## config.mk

```make
export PLATFORM = sky130hd
export DESIGN_NAME = conv33_acc
export DESIGN_NICKNAME = d
export VERILOG_FILES = /design/src/rtl/conv_pkg.sv /design/src/rtl/conv33_mul_tree.sv /design/src/rtl/conv33_acc.sv
export SDC_FILE = /design/constraint.sdc
export NUM_CORES = 2
export LEC_CHECK = 0
export ABC_AREA = 0
export ABC_CLOCK_PERIOD_IN_PS = 7900
export BUFFER_PORTS_ARGS = -buffer_cell sky130_fd_sc_hd__buf_4
export CAP_MARGIN = 15
export CORE_ASPECT_RATIO = 1.4
export CORE_UTILIZATION = 65
export CTS_CLUSTER_DIAMETER = 120
export DETAILED_ROUTE_END_ITERATION = 7
export HOLD_SLACK_MARGIN = 0.03
export PLACE_DENSITY = 0.82
export REMOVE_ABC_BUFFERS = 1
export SYNTH_ARGS = -nofsm -noshare
export SYNTH_HDL_FRONTEND = slang
export SYNTH_SLANG_ARGS = --single-unit
```

## constraint.sdc

```tcl
create_clock -name clk -period 7.9 [get_ports clk]
set_input_delay 1.58 -clock clk [delete_from_list [all_inputs] [get_ports clk]]
set_output_delay 1.58 -clock clk [all_outputs]
set_load 0.05 [all_outputs]
```

## src/rtl/conv_pkg.sv

```systemverilog
// conv_pkg: shared widths, stage tag and post-processing helper for the 3x3 conv accumulator
package conv_pkg;
    localparam int DEF_DATA_W   = 8;
    localparam int DEF_WEIGHT_W = 8;
    localparam int DEF_ACC_W    = 32;
    localparam int DEF_OUT_W    = 8;
    localparam int DEF_IN_CH    = 4;

    typedef struct packed {
        logic       valid;
        logic       first;
        logic       last;
        logic       relu_en;
        logic [4:0] shift;
    } tag_t;

    // ReLU, arithmetic shift, then clamp to a signed out_w-bit range
    function automatic logic signed [63:0] post_sat(input logic signed [63:0] acc, input logic relu,
                                                    input logic [4:0] sh, input int out_w);
        logic signed [63:0] v, hi, lo;
        v  = (relu && acc[63]) ? '0 : acc;
        v  = v >>> sh;
        hi = (64'sd1 <<< (out_w - 1)) - 64'sd1;
        lo = ~hi;
        return (v > hi) ? hi : (v < lo) ? lo : v;
    endfunction
endpackage

```

## src/rtl/conv33_mul_tree.sv

```systemverilog
// conv33_mul_tree: registered 3x3 products followed by registered sign-extended row sums
module conv33_mul_tree
    import conv_pkg::*;
#(
    parameter int DATA_W   = DEF_DATA_W,
    parameter int WEIGHT_W = DEF_WEIGHT_W
) (
    input  logic                                    clk,
    input  logic                                    rst,
    input  logic [9*DATA_W-1:0]                     data,
    input  logic [9*WEIGHT_W-1:0]                   weight,
    output logic [3*(DATA_W+WEIGHT_W+2)-1:0]        rows
);
    localparam int PROD_W = DATA_W + WEIGHT_W;
    localparam int ROW_W  = PROD_W + 2;

    logic signed [PROD_W-1:0] prod_d [9];
    logic signed [PROD_W-1:0] prod_q [9];
    logic signed [ROW_W-1:0]  row_d  [3];
    logic signed [ROW_W-1:0]  row_q  [3];

    always_comb begin
        for (int i = 0; i < 9; i++)
            prod_d[i] = PROD_W'($signed(data[i*DATA_W +: DATA_W])) * PROD_W'($signed(weight[i*WEIGHT_W +: WEIGHT_W]));
        for (int r = 0; r < 3; r++)
            row_d[r] = ROW_W'(prod_q[3*r]) + ROW_W'(prod_q[3*r+1]) + ROW_W'(prod_q[3*r+2]);
        for (int r = 0; r < 3; r++)
            rows[r*ROW_W +: ROW_W] = row_q[r];
    end

    always_ff @(posedge clk) begin
        for (int i = 0; i < 9; i++)
            prod_q[i] <= rst ? '0 : prod_d[i];
        for (int r = 0; r < 3; r++)
            row_q[r] <= rst ? '0 : row_d[r];
    end
endmodule

```

## src/rtl/conv33_acc.sv

```systemverilog
// conv33_acc: pipelined 3x3 MAC accumulating IN_CH channel beats plus bias, with ReLU/shift/saturate output
module conv33_acc
    import conv_pkg::*;
#(
    parameter int DATA_W   = DEF_DATA_W,
    parameter int WEIGHT_W = DEF_WEIGHT_W,
    parameter int ACC_W    = DEF_ACC_W,
    parameter int OUT_W    = DEF_OUT_W,
    parameter int IN_CH    = DEF_IN_CH
) (
    input  logic                  clk,
    input  logic                  rst,
    input  logic                  conv33_en,
    input  logic                  clr,
    input  logic [9*DATA_W-1:0]   data,
    input  logic [9*WEIGHT_W-1:0] weight,
    input  logic [ACC_W-1:0]      bias,
    input  logic                  relu_en,
    input  logic [4:0]            shift,
    output logic [OUT_W-1:0]      result,
    output logic [ACC_W-1:0]      acc_out,
    output logic                  valid,
    output logic                  busy
);
    localparam int PROD_W = DATA_W + WEIGHT_W;
    localparam int ROW_W  = PROD_W + 2;
    localparam int WIN_W  = PROD_W + 4;
    localparam int CNT_W  = (IN_CH > 1) ? $clog2(IN_CH) : 1;
    localparam logic [CNT_W-1:0] LAST_CNT = CNT_W'(IN_CH - 1);

    if (ACC_W < PROD_W + 5 + $clog2(IN_CH) || IN_CH < 1 || IN_CH > 256) begin : g_param_check
        $error("conv33_acc: ACC_W too narrow for IN_CH, or IN_CH outside 1..256");
    end

    logic [3*ROW_W-1:0]       rows;
    logic [CNT_W-1:0]         cnt_d, cnt_q;
    tag_t                     tag1_d, tag1_q, tag2_d, tag2_q, tag3_d, tag3_q;
    logic signed [ACC_W-1:0]  bias1_d, bias1_q, bias2_d, bias2_q;
    logic signed [ACC_W-1:0]  acc_d, acc_q, acc_out_d, acc_out_q;
    logic [OUT_W-1:0]         result_d, result_q;
    logic                     valid_d, valid_q;
    logic signed [WIN_W-1:0]  win_sum;
    logic                     accept, first, last, fire;

    conv33_mul_tree #(.DATA_W(DATA_W), .WEIGHT_W(WEIGHT_W)) u_mul_tree (
        .clk    (clk),
        .rst    (rst),
        .data   (data),
        .weight (weight),
        .rows   (rows)
    );

    always_comb begin
        accept  = conv33_en && !clr;
        first   = cnt_q == '0;
        last    = cnt_q == LAST_CNT;
        cnt_d   = clr ? '0 : accept ? (last ? '0 : cnt_q + 1'b1) : cnt_q;
        tag1_d  = '{valid: accept, first: first, last: last, relu_en: relu_en, shift: shift};
        tag2_d  = clr ? '0 : tag1_q;
        tag3_d  = clr ? '0 : tag2_q;
        // bias rides alongside the beat so a new group can enter while the old one drains
        bias1_d = (accept && first) ? $signed(bias) : bias1_q;
        bias2_d = bias1_q;
        win_sum = WIN_W'(signed'(rows[0 +: ROW_W])) + WIN_W'(signed'(rows[ROW_W +: ROW_W]))
                + WIN_W'(signed'(rows[2*ROW_W +: ROW_W]));
        acc_d   = (tag2_q.valid && !clr) ? (tag2_q.first ? bias2_q : acc_q) + ACC_W'(win_sum) : acc_q;
        fire    = tag3_q.valid && tag3_q.last && !clr;
        valid_d   = fire;
        acc_out_d = fire ? acc_q : acc_out_q;
        result_d  = fire ? OUT_W'(post_sat(64'(acc_q), tag3_q.relu_en, tag3_q.shift, OUT_W)) : result_q;
    end

    always_ff @(posedge clk) begin
        if (rst) begin
            cnt_q     <= '0;
            tag1_q    <= '0;
            tag2_q    <= '0;
            tag3_q    <= '0;
            bias1_q   <= '0;
            bias2_q   <= '0;
            acc_q     <= '0;
            acc_out_q <= '0;
            result_q  <= '0;
            valid_q   <= 1'b0;
        end else begin
            cnt_q     <= cnt_d;
            tag1_q    <= tag1_d;
            tag2_q    <= tag2_d;
            tag3_q    <= tag3_d;
            bias1_q   <= bias1_d;
            bias2_q   <= bias2_d;
            acc_q     <= acc_d;
            acc_out_q <= acc_out_d;
            result_q  <= result_d;
            valid_q   <= valid_d;
        end
    end

    assign result  = result_q;
    assign acc_out = acc_out_q;
    assign valid   = valid_q;
    assign busy    = cnt_q != '0 || tag1_q.valid || tag2_q.valid || tag3_q.valid;
endmodule
```

==> Implementation_results.wiki <==
{| class="wikitable"
! Metric !! Value
|-
| Post-Route Setup TNS || 0 ns
|-
| Cells resized by post-CTS repair || 0
|-
| Clock slew at reported path FFs || 0.06 ns
|-
| Setup slack at placement || 1.57 ns
|-
| Worst-case clock skew || 0.0167 ns
|-
| Filler cells || 4,813
|-
| Critical Setup Path Class || input pin to flip-flop
|-
| Sum of overflow across all layers after global routing || 0
|-
| Unrepaired setup endpoints after global routing || no
|-
| Area taken by flip-flops and latches || 7270 um^2
|-
| Top post-synthesis cells by area || sky130_fd_sc_hd__fa_1 (30%), sky130_fd_sc_hd__dfxtp_1 (18%), sky130_fd_sc_hd__ha_1 (10%), sky130_fd_sc_hd__inv_1 (8.3%), sky130_fd_sc_hd__and2_1 (6.2%)
|-
| Commonest cells in the synthesized netlist || sky130_fd_sc_hd__inv_1 (900), sky130_fd_sc_hd__fa_1 (608), sky130_fd_sc_hd__and2_1 (408)
|-
| Instance count after placement with tap cells included || 5,407
|-
| Peak VDD IR || 0.185 mV
|-
| Synthesized instance count || 4,440
|-
| CP Data Arrival Time || 6.26 ns
|-
| Final hold violation count || 0
|-
| Number of top-level design ports || 228
|-
| Per-cell routed wire length || 16.8 um
|-
| Max-cap check violation count || 0
|-
| Power per Cell Area || 314 nW/um^2
|-
| GRT Util Overall || 0.299
|-
| Worst Slack Setup Final || 2.06 ns
|-
| Cell breakdown of the critical path || buf_4, and2_1, fa_1, inv_1, fa_1, inv_1, fa_1, inv_1, fa_1, inv_1, ha_1, inv_1, o21ai_0, a21oi_1, o21ai_0, a211o_1, a2111oi_0, or4_1, o21ai_0
|-
| Netlist area before placement || 40,900 um^2
|-
| Seq cells post-synth || 363
|-
| Average size of a mapped cell || 9.21 um^2
|-
| Combined area of the multi-input logic cells || 29,800 um^2
|-
| Clock insertion delay at the later pin of the skew report || 0.54 ns
|-
| Minimum period implied by the final worst setup slack || 5.84 ns
|-
| Startpoint type of the worst setup path || input pin
|-
| Worst Setup End Kind || flip-flop
|-
| Result of the run || complete, no violations
|-
| CTS tree || done
|-
| Initial core utilization || 0.659
|-
| Row count || 108
|-
| Data required time at the worst endpoint || 8.32 ns
|-
| Power Total || 14.0 mW
|-
| Via-to-Cell Ratio || 5.46
|-
| Half-perimeter wire length of the detailed placement result || 74.8 mm
|-
| Antenna violations before repair || 6
|-
| Max stage delay on crit path || 0.59 ns
|-
| Top cell type's share of synthesized area || 0.298
|-
| Critical-path cell with the highest stage delay || sky130_fd_sc_hd__a2111oi_0
|-
| Vias in the first global route || 32.0k
|-
| Final RePlAce weighted congestion || 0.914
|-
| Number of sinks handled by clock tree synthesis || 363
|-
| Number of buffers inserted by post-CTS setup repair || 0
|-
| First-pass GRT wire length || 156 mm
|-
| Hold Buf Count CTS || 0
|-
| Lkg Pwr || 21.4 nW
|-
| Pin slew with the least headroom to its limit || 1.05 ns
|-
| Final cell count without fillers || 5,471
|-
| Most frequent CP cell || sky130_fd_sc_hd__inv_1
|-
| Mux cell area share after synthesis || 0.0372
|-
| Total number of vias || 29.9k
|-
| Clock H-tree levels || 2
|-
| Critical register-to-register path startpoint || tag2_q[7]
|-
| Cell taking the most area after synthesis || sky130_fd_sc_hd__fa_1
|-
| Number of DRC markers in iteration 0 || 1,578
|-
| Setup Viol. Count Final || 0
|-
| Slew Limit Headroom || 0.300
|-
| Proportion of synthesized chip area in sequential cells || 0.178
|-
| Synthesis Warnings || 0
|-
| Chip Height || 299 um
|-
| Basic-gate share of the synthesized area counting and, or, nand and nor cells || 0.167
|-
| XOR/XNOR share of the synthesized area || 0.0345
|-
| Antenna fix cells || 0
|-
| Final worst path period share || 0.739
|-
| Core Footprint || 62,000 um^2
|-
| Worst min-delay path category || flip-flop to flip-flop
|-
| Fraction of layout cells with a size suffix above 1 || 0.0863
|-
| Critical Path Start || weight[36]
|-
| Largest driver fanout on the critical path || 8
|-
| Dominant combinational cell family by area after synthesis || adder cells
|-
| # nets final || 5,758
|-
| Residual antenna-violating net count after detailed routing || 0
|-
| CTS Buf Count || 36
|-
| Pins Over Slew Limit || 0
|-
| Hold path start || tag1_q[7]
|-
| Number of enable flip-flop cells after synthesis || 0
|-
| Die width || 214 um
|-
| Buffers added on ports || 227
|-
| Fraction of registers with async set/reset || 0
|-
| Final routed DRC violation total || 0
|-
| Upper clock frequency limit || 171 MHz
|-
| Maximum number of pins on one net before global-route repair || 98
|-
| Maximum clock insertion buffer count || 3
|-
| Die Outline Area || 63,900 um^2
|-
| Post-synthesis to final-layout area growth || 9.13%
|-
| Root buffer cell || sky130_fd_sc_hd__clkbuf_16
|-
| Number of unique standard cell types used by synthesis || 82
|-
| Library cell with the highest instance count after synthesis || sky130_fd_sc_hd__inv_1
|-
| Wirelength, routed || 91.7 mm
|-
| Detailed Routing Iterations Pass 1 || 5
|-
| Adder and majority cell fraction of the synthesized area || 0.402
|-
| Fraction of the mapped netlist area in compound gates || 0.0870
|-
| Most used flip-flop cell after synthesis || sky130_fd_sc_hd__dfxtp_1
|}
critical path, delay by kind of cell:
kind / cells / cell delay [ns]
adders and majority gates: 5 / 2.36
AOI/OAI and AO/OA: 6 / 1.46
buffers and inverters: 6 / 0.47
and+or+nand+nor: 2 / 0.39
flip-flops by register name (all words and copies together) (netlist names):
name and flops:
bias2_q 32, bias1_q 32, tag3_q 8, u_mul_tree.row_q 54
result 8, tag2_q 9, acc_q 32, acc_out 32
u_mul_tree.prod_q 144, tag1_q 9, valid 1, cnt_q 2
cell type report:
class / count / area share
clock buffer: 44 / 0.0222
clock inverter: 18 / 0.00614
inverter: 901 / 0.0758
multi-input combinational: 3074 / 0.668
sequential: 363 / 0.163
tap: 825 / 0.0231
timing repair buffer: 246 / 0.0422
power breakdown:
| group | switching, mW | internal [mW] | total, mW |
|---|---|---|---|
| registers | 0.270 | 2.26 | 2.53 |
| logic | 5.41 | 4.21 | 9.62 |
| clock network | 0.740 | 1.10 | 1.84 |
| total | 6.42 | 7.57 | 14.0 |
per-stage QoR:
step	instance area, um^2	hold slack [ns]	util
floorplan	40400	0.406	-
global placement	43300	0.412	0.698
detailed placement	43300	0.413	0.698
CTS	44600	0.428	0.719
global route	44600	0.442	0.719
finish	44600	0.426	0.719
cell families (layout without fill, tap and decap cells):
kind of cell             count (synthesis)  count (layout)
AND/OR/NAND/NOR                       1299            1299
buffers and inverters                 1003            1209
adder cells (fa/ha/maj)                950             950
XOR/XNOR                               161             161
flip-flops                             363             363
multiplexers                           116             116
AO/OA/AOI/OAI                          548             548
layer usage:
| layer | routed length (um) | part of all wire | up-vias | global-route usage |
|---|---|---|---|---|
| li1 | - | - | 14300 | - |
| met1 | 36600 | 0.40 | 14700 | 0.359 |
| met2 | 47800 | 0.52 | 651 | 0.545 |
| met3 | 3530 | 0.038 | 234 | 0.0337 |
| met4 | 3750 | 0.041 | 10 | 0.119 |
| met5 | 46 | 0.00050 | - | 0 |
worst paths after layout:
kind                                                  to  slack (ns)  cells after the start
worst max-delay path            u_mul_tree.prod_q[0][79]        2.06                     19
worst min-delay path                           tag2_q[7]        0.43                      1
worst max register to register                 acc_q[31]        2.70                     18
worst min register to register                 tag2_q[7]        0.43                      1
layout by cell type (no fill, tap or decap), drive strengths merged, types with 15 or more instances in the layout:
cell    synthesis  final
a21o           35     35
nand3          22     22
a21boi         27     27
or3            21     21
a21oi         180    180
inv           901    903
o211ai         16     16
clkbuf         67     44
fa            608    608
o21a           18     18
nor2          191    191
mux2           53     53
mux2i          41     41
nor2b         151    151
nor3           59     59
nand3b         15     15
buf            35    246
xnor2         114    114
and3           29     29
o22a           34     34
and2          410    410
nand2b         31     31
a211oi         19     19
nand2         315    315
o21ai         110    110
ha            342    342
xor2           47     47
dfxtp         363    363
mux4           22     22
Power figures use the tool's default switching activity.
